--- src/rtl/de_hazard_unit.sv ---
// LC-3b decode-stage hazard/issue controller: in-order in-flight table for
// RAW register and NZP hazards, downstream stall, branch flush, stall counter.
module de_hazard_unit #(
  parameter int DEPTH = 4
) (
  input  logic        clk,
  input  logic        reset,
  input  logic        de_valid,
  input  logic [2:0]  de_sr1,
  input  logic [2:0]  de_sr2,
  input  logic        de_sr1_used,
  input  logic        de_sr2_used,
  input  logic        de_uses_cc,
  input  logic        de_dr_we,
  input  logic [2:0]  de_dr,
  input  logic        de_sets_cc,
  input  logic        agex_stall,
  input  logic        wb_retire,
  input  logic        flush,
  input  logic [1:0]  flush_keep,
  output logic        load_agex,
  output logic        agex_bubble,
  output logic        de_stall,
  output logic [15:0] stall_cycles
);

  localparam int CW = $clog2(DEPTH + 1);

  typedef enum logic [1:0] {RUN = 2'd0, STALL = 2'd1, REFILL = 2'd2} state_t;

  state_t           state_q, state_d;
  logic [DEPTH-1:0] ent_valid_q, ent_valid_d;
  logic [DEPTH-1:0] ent_we_q, ent_we_d;
  logic [DEPTH-1:0] ent_cc_q, ent_cc_d;
  logic [2:0]       ent_dr_q [DEPTH];
  logic [2:0]       ent_dr_d [DEPTH];
  logic [CW-1:0]    count_q, count_d;
  logic [15:0]      stall_cycles_q, stall_cycles_d;

  logic [DEPTH-1:0] match;
  logic             hazard, full, issue, pop;
  logic [CW-1:0]    cnt_after_pop, keep;

  // Entry 0 is always the oldest; the table is compacted on every pop.
  genvar gi;
  generate
    for (gi = 0; gi < DEPTH; gi++) begin : g_match
      assign match[gi] = ent_valid_q[gi] &
        ((ent_we_q[gi] & ((de_sr1_used & (ent_dr_q[gi] == de_sr1)) |
                          (de_sr2_used & (ent_dr_q[gi] == de_sr2)))) |
         (ent_cc_q[gi] & de_uses_cc));
    end
  endgenerate

  assign hazard = de_valid & (|match);
  assign full   = (count_q == CW'(DEPTH)) & ~wb_retire;
  assign issue  = (state_q != REFILL) & de_valid & ~hazard & ~full &
                  ~agex_stall & ~flush;
  assign pop    = wb_retire & (count_q != '0);

  assign load_agex    = ~agex_stall;
  assign agex_bubble  = ~issue;
  assign de_stall     = de_valid & ~issue & ~flush & (state_q != REFILL);
  assign stall_cycles = stall_cycles_q;

  always_comb begin
    state_d = state_q;
    if (flush)
      state_d = REFILL;
    else if (state_q == REFILL)
      state_d = RUN;
    else if (hazard | full | agex_stall)
      state_d = STALL;
    else
      state_d = RUN;
  end

  always_comb begin
    ent_valid_d   = ent_valid_q;
    ent_we_d      = ent_we_q;
    ent_cc_d      = ent_cc_q;
    ent_dr_d      = ent_dr_q;
    cnt_after_pop = count_q - CW'(pop);
    count_d       = cnt_after_pop;
    keep          = CW'(flush_keep);

    if (pop) begin
      for (int i = 0; i < DEPTH - 1; i++) begin
        ent_valid_d[i] = ent_valid_q[i+1];
        ent_we_d[i]    = ent_we_q[i+1];
        ent_cc_d[i]    = ent_cc_q[i+1];
        ent_dr_d[i]    = ent_dr_q[i+1];
      end
      ent_valid_d[DEPTH-1] = 1'b0;
    end

    // Truncation acts on the post-pop table; issue is already blocked by flush.
    if (flush) begin
      if (keep > cnt_after_pop)
        keep = cnt_after_pop;
      for (int i = 0; i < DEPTH; i++)
        if (CW'(i) >= keep)
          ent_valid_d[i] = 1'b0;
      count_d = keep;
    end else if (issue) begin
      for (int i = 0; i < DEPTH; i++) begin
        if (CW'(i) == cnt_after_pop) begin
          ent_valid_d[i] = 1'b1;
          ent_we_d[i]    = de_dr_we;
          ent_cc_d[i]    = de_sets_cc;
          ent_dr_d[i]    = de_dr;
        end
      end
      count_d = cnt_after_pop + CW'(1);
    end
  end

  always_comb begin
    stall_cycles_d = stall_cycles_q;
    if (de_stall && (stall_cycles_q != 16'hFFFF))
      stall_cycles_d = stall_cycles_q + 16'd1;
  end

  always_ff @(posedge clk) begin
    if (reset) begin
      state_q        <= RUN;
      ent_valid_q    <= '0;
      ent_we_q       <= '0;
      ent_cc_q       <= '0;
      count_q        <= '0;
      stall_cycles_q <= '0;
      for (int i = 0; i < DEPTH; i++)
        ent_dr_q[i] <= 3'd0;
    end else begin
      state_q        <= state_d;
      ent_valid_q    <= ent_valid_d;
      ent_we_q       <= ent_we_d;
      ent_cc_q       <= ent_cc_d;
      count_q        <= count_d;
      stall_cycles_q <= stall_cycles_d;
      for (int i = 0; i < DEPTH; i++)
        ent_dr_q[i] <= ent_dr_d[i];
    end
  end

endmodule
--- config.mk ---
export PLATFORM = sky130hd
export DESIGN_NAME = de_hazard_unit
export DESIGN_NICKNAME = d
export VERILOG_FILES = /design/src/rtl/de_hazard_unit.sv
export SDC_FILE = /design/constraint.sdc
export NUM_CORES = 1
export LEC_CHECK = 0
export ABC_AREA = 1
export CAP_MARGIN = 20
export CELL_PAD_IN_SITES_DETAIL_PLACEMENT = 1
export CELL_PAD_IN_SITES_GLOBAL_PLACEMENT = 2
export CORE_AREA = 2 2 107 109
export CTS_CLUSTER_DIAMETER = 60
export CTS_CLUSTER_SIZE = 24
export DETAILED_ROUTE_END_ITERATION = 8
export DIE_AREA = 0 0 109 111
export PLACE_DENSITY = 0.8
export SETUP_SLACK_MARGIN = 0.2
export SLEW_MARGIN = 20
export SYNTH_ARGS = -nofsm -noshare
export SYNTH_HDL_FRONTEND = slang
export SYNTH_SLANG_ARGS = --single-unit
--- constraint.sdc ---
create_clock -name clk -period 3.45 [get_ports clk]
set_input_delay 0.345 -clock clk [delete_from_list [all_inputs] [get_ports clk]]
set_output_delay 0.345 -clock clk [all_outputs]
set_load 0.005 [all_outputs]
==> results of run 1 <==
## state kept, by name (all words and copies together) (netlist names)
register and cells:
count_q 3, ent_valid_q 4, state_q 2, ent_dr_q 12, ent_cc_q 4, ent_we_q 4, stall_cycles 16
## power by group through the flow
| stage | combinational (mW) | clock (mW) | sequential, mW |
|---|---|---|---|
| after CTS | 0.632 | 0.579 | 0.575 |
| after global placement | 0.601 | 0 | 0.586 |
| after detailed placement | 0.628 | 0 | 0.587 |
| final | 0.620 | 0.561 | 0.575 |
| after global routing | 0.711 | 0.597 | 0.580 |
| after floorplan | 0.433 | 0 | 0.580 |
## worst min-delay path: stages (launching register included)
cell     delay [ns]
dfxtp_1        0.32
nor2_1         0.05
nor2_1         0.10
## worst max path at each step
stage                           endpoint  cells past startpoint
after CTS                       de_stall                     14
after floorplan           ent_valid_q[0]                     16
after global placement    ent_valid_q[0]                     15
after global routing            de_stall                     14
final                           de_stall                     14
after detailed placement  ent_valid_q[0]                     15
## cell type report
class | count | share of cell area, %
multi-input cells | 401 | 50.3
clock inverters | 2 | 1.01
clock buffers | 6 | 3.37
well taps | 143 | 4.67
repair buffers | 47 | 11.8
inverters | 54 | 5.33
flip-flops and latches | 45 | 23.5
## per-layer routing
layer / vias to the layer above / wire length (µm)
met2: 40 / 4890
met3: 12 / 237
li1: 1710 / -
met1: 1579 / 4860
met5: - / 0
met4: 0 / 131
## logic make-up after synthesis
group | after synthesis | share of synthesized area (%)
and+or+nand+nor | 295 | 38.5
AOI/OAI and AO/OA | 80 | 14.5
buffers and inverters | 72 | 9.51
DFF | 45 | 28.9
xor gates and xnor gates | 15 | 4.21
adders and majority gates | 10 | 4.01
muxes | 1 | 0.321
## cell usage in the layout, fill, tap and decap left out, drive strengths merged, types with 2 or more instances in the layout
| cell type | count |
|---|---|
| a21oi | 35 |
| buf | 7 |
| clkbuf | 6 |
| clkdlybuf4s50 | 40 |
| clkinv | 3 |
| dfxtp | 45 |
| ha | 10 |
| inv | 52 |
| nand2 | 208 |
| nand3 | 11 |
| nand4 | 18 |
| nor2 | 55 |
| nor3 | 2 |
| o21ai | 42 |
| xnor2 | 5 |
| xor2 | 10 |
==> key figures, run 1 <==
Global route
  – M1 GR Usage: 22.7%
  – GRT Total Usage: 17.6%
  – First-pass GRT wire length: 16900 µm
  – Largest net degree at the start of global routing: 32
  – GR Util met2: 30.8%
  – Met3 usage: 2.12%
  – Vias in the first global route: 3477
  – Total gr overflow: 0
  – Initial antenna violation count: 0
  – Busiest grt layer: met2

Timing
  – Final hold slack: 0.505 ns
  – Slack of the critical path: about 0.66 ns
  – RSZ-0062 raised after global routing: no
  – Final setup vio count: 0
  – Crit share post-route: approximately 80%
  – FMAX: between 300 and 400 MHz
  – Fin. Hold Viols: 0
  – Tightest Pin Transition: around 0.72 ns
  – Max-slew headroom: about half
  – Pins Over Slew Limit: 0
  – Setup tns final: 0 ns
  – Worst Skew: 0.00811 ns
  – Post-layout min period: 2.79 ns

Drt
  – Via count: 3341
  – WL final: a little over 10000 µm
  – Post-DRT Antenna Nets: 0
  – Via/cell ratio: 4.79
  – Drt initial violations: 151
  – DR DRC count: 0
  – Drt first pass iters: 4
  – Routed len/inst: 14.5 µm

Worst setup path
  – WS Path Type: input pin to output pin
  – R2R Path End: ent_valid_q[0]
  – Crit-path max FO: 6
  – Worst-path cell chain: clkdlybuf4s50_1 > inv_2 > nand2_1 > nand2_1 > nor2_1 > nand2_1 > nand2_1 > nand2_1 > nand2_1 > nand2_1 > nand2_1 > o21ai_4 > a21oi_1 > clkdlybuf4s50_1
  – Crit. End Element: output pin
  – Worst Setup SP: de_sr2[0]
  – Worst path top cell family by delay: buffers and inverters
  – Reg2Reg Depth: 14
  – CP dominant cell by count: nand2_1
  – Slowest CP cell: clkdlybuf4s50_1
  – Startpoint types: input pin
  – Crit-path max cell delay: 0.62 ns
  – Reg2Reg Setup Slack: 0.87 ns
  – CP Data Required Time: 3.11 ns
  – Critical R2R Launch: count_q[0]
  – Crit path DAT: 2.45 ns
  – CP bufs+invs: 3

Finish
  – Post-layout util: 34.6%
  – Area Overhead vs Synth: 22.8%
  – # diodes: 0
  – Filler cells: 1437
  – Non-Filler Instances: 698
  – Fin nets: a little under 600
  – Design area: 3830 µm²
  – Layout cells sized above 1: 6.49%
  – FF+latch area: 901 µm²
  – Multi-input gate area: roughly 1900 µm²

Power
  – Lkg Pwr: 1.60 nW
  – Net Sw Frac: around two fifths
  – Pwr Total: about 1.8 mW
  – Peak supply drop: about 0.20 mV
  – Switching pwr: 673 µW
  – Power per cell area: 459 nW/µm²
  – Internal Power: around 1.1 mW
  – Clock power share: 31.9%
  – Logic pwr share: 35.3%
  – Reg power frac: 32.8%

Yosys
  – Share of flip-flops with an asynchronous set or reset: 0%
  – Mean Syn Cell Area: between 6 and 7 µm²
  – Yosys top cell area share: between 20 and 30%
  – Yosys cell types: 33
  – Syn Inst Count: 518
  – Seq cells post-synth: 45
  – Commonest cells post-synth: nand2_1, nor2_1, inv_1
  – Post-synth EDFFs: 0
  – Sequential share of the synthesized area: between 20% and 30%
  – Top FF cell, synth: dfxtp_1
  – Synth Net Count: 550
  – Synth warnings: 0
  – Top-count cell post-synth: nand2_1
  – Area leader, netlist: dfxtp_1
  – Largest cells by area after synthesis: dfxtp_1, nand2_1, nor2_1, o21ai_0, inv_1
  – Mapped Area: 3120 µm²

Die
  – Full die area: 12100 µm²
  – Row cnt: 39
  – Die height: 111 µm
  – # IOs: 41
  – Die width: ~110 µm
  – Core box area: 11100 µm²
  – Starting Density: 28.1%

Job
  – Max_cap viols: 0

Clock network
  – Post-CTS Setup Inserts: 0
  – Cts hold-fix bufs: 0
  – Post-CTS Resized: 0
  – Worst-path clk slew: around 0.07 ns
  – H-tree depth: 2
  – Clock latency at the later pin of the worst-skew pair: 0.30 ns
  – Maximum clock path buffer count: 2
  – Sinks on the clock net: 45
  – Clk Tree Root Cell: clkbuf_16
  – CTS tree: built
  – Total CTS buffers: 5

Min path
  – Worst hold start: state_q[0]
  – Hold Path Sink: state_q[0]
  – Hold Path Depth: 2
  – HP Class: register to register

Place
  – Cell Area, Placed: 3660 µm²
  – Number of buffers added on ports: 40
  – Worst slack, placed: roughly 0.51 ns
  – Placed instance count: 690
  – GPL Wtd Cong: 0.777
  – Post-DP HPWL: between 7000 and 8000 µm

Outcome
  – Outcome: completed
No activity file was read; power rests on OpenSTA's default activity.
==> run 2, diff against run 1 <==
CORE_AREA = 2 2 113 115   (was 2 2 107 109)
DIE_AREA = 0 0 115 117   (was 0 0 109 111)
PLACE_DENSITY = 0.75   (was 0.8)
clock period = 2.4 ns   (was 3.45 ns; I/O delays follow)
==> run 2 against run 1 <==
- worst hold slack got worse by 0.027 ns
- power is 67% higher
- setup slack worse by 0.41 ns
- first-iteration DRC count rose by 32%
- cell count increased by 4.0%
- via count up 2.5%
- routed wire length grew 6.7%
- largest power group unchanged
- utilization shrank 0.69 points
- largest cell class unchanged
- sequential cell count unchanged
==> key figures, run 2 (same netlist as run 1, synthesis figures left out) <==
Worst setup path
  – Worst-path cell chain: nor2_4 > a21oi_4 > ha_4 > ha_4 > ha_4 > inv_2 > o21bai_1 > nand3_1 > inv_2 > buf_6 > o21ai_4 > nand2_2 > o221ai_2 > a21oi_2
  – Worst path top cell family by delay: adder cells
  – Crit. End Element: register
  – CP bufs+invs: 3 (unchanged)
  – WS Path Type: register to register
  – Reg2Reg Depth: 14 (unchanged)
  – Reg2Reg Setup Slack: 0.25 ns (-0.62 ns)
  – Startpoint types: register
  – Crit-path max FO: 3 (-3)
  – Slowest CP cell: dfxtp_2
  – CP dominant cell by count: ha_4
  – Crit-path max cell delay: 0.33 ns (-0.29 ns)
  – Critical R2R Launch: count_q[0]
  – Crit path DAT: 2.32 ns (-0.13 ns)
  – R2R Path End: ent_valid_q[0]
  – CP Data Required Time: 2.57 ns (-0.54 ns)
  – Critical path depth: 14 (unchanged)

Timing
  – RSZ-0062 raised after global routing: yes
  – Final setup vio count: 0 (unchanged)
  – FMAX: between 400 and 500 MHz
  – Post-layout min period: 2.15 ns
  – Crit share post-route: between 80% and 90%
  – Max-slew headroom: 67.3% (+16 points)
  – Final hold slack: 0.478 ns (-0.0272 ns)
  – Tightest Pin Transition: 0.489 ns (-0.231 ns)
  – Worst Skew: 0.00673 ns (-0.00137 ns)
  – Fin. Hold Viols: 0 (unchanged)
  – Pins Over Slew Limit: 0 (unchanged)

Drt
  – Drt first pass iters: 4 (unchanged)
  – Drt initial violations: 199 (+32%)
  – WL final: 10800 µm (+6.7%)
  – Via/cell ratio: 4.72 (-1.4%)
  – DR DRC count: 0 (unchanged)
  – Routed len/inst: 14.9 µm (+2.6%)
  – Via count: 3426 (+2.5%)
  – Post-DRT Antenna Nets: 0 (unchanged)

Power
  – Pwr Total: 2.93 mW (+67%)
  – Reg power frac: 28.7% (-4.1 points)
  – Net Sw Frac: 37.5% (-0.86 points)
  – Clock power share: 27.3% (-4.6 points)
  – Internal Power: 1.83 mW (+69%)
  – Switching pwr: 1.10 mW (+63%)
  – Power per cell area: 702 nW/µm² (+53%)
  – Lkg Pwr: 1.74 nW (+8.6%)
  – Peak supply drop: 0.410 mV (+100%)
  – Logic pwr share: 44.1% (+8.8 points)

Clock network
  – Clk Tree Root Cell: clkbuf_16
  – Maximum clock path buffer count: 2 (unchanged)
  – Total CTS buffers: 5 (unchanged)
  – Sinks on the clock net: 45 (unchanged)
  – Worst-path clk slew: 0.06 ns (about the same)
  – Cts hold-fix bufs: 0 (unchanged)
  – H-tree depth: 2 (unchanged)
  – Clock latency at the later pin of the worst-skew pair: 0.29 ns (about the same)
  – CTS tree: built

Global route
  – First-pass GRT wire length: 17100 µm (+1.3%)
  – Met3 usage: 2.21% (+0.098 points)
  – Total gr overflow: 0 (unchanged)
  – GR Util met2: 28.2% (-2.7 points)
  – Largest net degree at the start of global routing: 31 (-3.1%)
  – GRT Total Usage: 16.3% (-1.3 points)
  – Busiest grt layer: met2
  – Initial antenna violation count: 0 (unchanged)
  – M1 GR Usage: 21.4% (-1.4 points)
  – Vias in the first global route: 3362 (-3.3%)

Finish
  – Most frequent cells in the layout: nand2_1, nor2_1, inv_1
  – Fin nets: 607 (+3.6%)
  – Max reg flops: 16 (unchanged)
  – Layout cells sized above 1: 16.5% (+10 points)
  – Area Overhead vs Synth: 33.7%
  – # diodes: 0 (unchanged)
  – Commonest non-fill, non-tap cell in the layout: nand2_1

Die
  – Core box area: 12300 µm² (+11%)
  – Row cnt: 41 (+5.1%)
  – Starting Density: 25.3% (-2.8 points)
  – Die height: 117 µm (+5.4%)
  – # IOs: 41 (unchanged)
  – Full die area: 13500 µm² (+11%)
  – Die width: 115 µm (+5.5%)

Place
  – Post-DP HPWL: 7760 µm (+2.2%)
  – Number of buffers added on ports: 40 (unchanged)
  – GPL Wtd Cong: 0.861 (+11%)

Min path
  – Hold Path Sink: state_q[0]
  – Worst hold start: state_q[0]
  – Hold Path Depth: 2 (unchanged)
  – HP Class: register to register

Outcome
  – Outcome: completed

Job
  – Max_cap viols: 0 (unchanged)
-- run 2: cell count changes in the layout (fill, tap and decap cells not counted), moves of 6 or more --
| cell | delta |
|---|---|
| buf_4 | +12 |
| buf_6 | +6 |
| clkdlybuf4s50_1 | -9 |
| dfxtp_1 | -10 |
| dfxtp_2 | +9 |
| dlygate4sd2_1 | +6 |
| nand2_1 | -9 |
| nand2_2 | +9 |
| o21ai_0 | -6 |
-- run 2: final cells by class --
cell class | instances | area [µm²]
Clock inverter | 2 | 38.8
Fill cell | 1585 | 8140
Multi-Input combinational cell | 403 | 2070
Timing Repair Buffer | 66 | 618
Clock buffer | 6 | 129
Tap cell | 150 | 188
Sequential cell | 45 | 916
Inverter | 54 | 210
-- run 2: tightest hold or removal path, cell delays in order (launching register included) --
cell     delay, ns
dfxtp_1       0.31
nor2_1        0.05
nor2_1        0.08
-- run 2: layer usage --
layer / vias to the layer above / part of all wire, %
li1: 1755 / -
met2: 52 / 48
met5: - / 0
met1: 1608 / 48
met3: 11 / 3.4
met4: 0 / 1.3
-- run 2: repair_timing --
action                                  in CTS  in global routing
gates resized for setup                     19                 46
pin swaps                                   10                 14
gates cloned                                 0                  3
buffers inserted                             2                  1
endpoints found under the setup margin      21                 43
-- run 2: how the worst max path moves through the flow --
stage                     endpoint  startpoint  slack (ns)
finish              ent_valid_q[0]  count_q[0]        0.25
global route        ent_valid_q[2]  count_q[0]        0.10
CTS                       de_stall   de_sr2[2]        0.13
detailed placement     ent_we_q[0]   de_sr1[2]       -0.29
global placement          de_stall   de_sr2[1]       -0.24
floorplan           ent_valid_q[0]  count_q[0]        0.05
-- run 2: through the flow --
step | setup slack (ns) | setup TNS, ns | cells | cell area, µm² | utilization [%]
floorplan | 0.0525 | 0 | 518 | 3180 | -
global placement | -0.237 | -4.31 | 712 | 3840 | 31.2
detailed placement | -0.288 | -6.33 | 712 | 3840 | 31.2
CTS | 0.134 | 0 | 722 | 4050 | 32.9
global route | 0.103 | 0 | 726 | 4170 | 33.9
finish | 0.249 | 0 | 726 | 4170 | 33.9
-- run 2: power groups by stage --
| stage | Clock (mW) | Sequential, mW | Combinational, mW |
|---|---|---|---|
| detailed placement | 0 | 0.850 | 1.15 |
| finish | 0.798 | 0.840 | 1.29 |
| global placement | 0 | 0.849 | 1.12 |
| CTS | 0.821 | 0.839 | 1.18 |
| global route | 0.854 | 0.846 | 1.46 |
| floorplan | 0 | 0.838 | 0.707 |
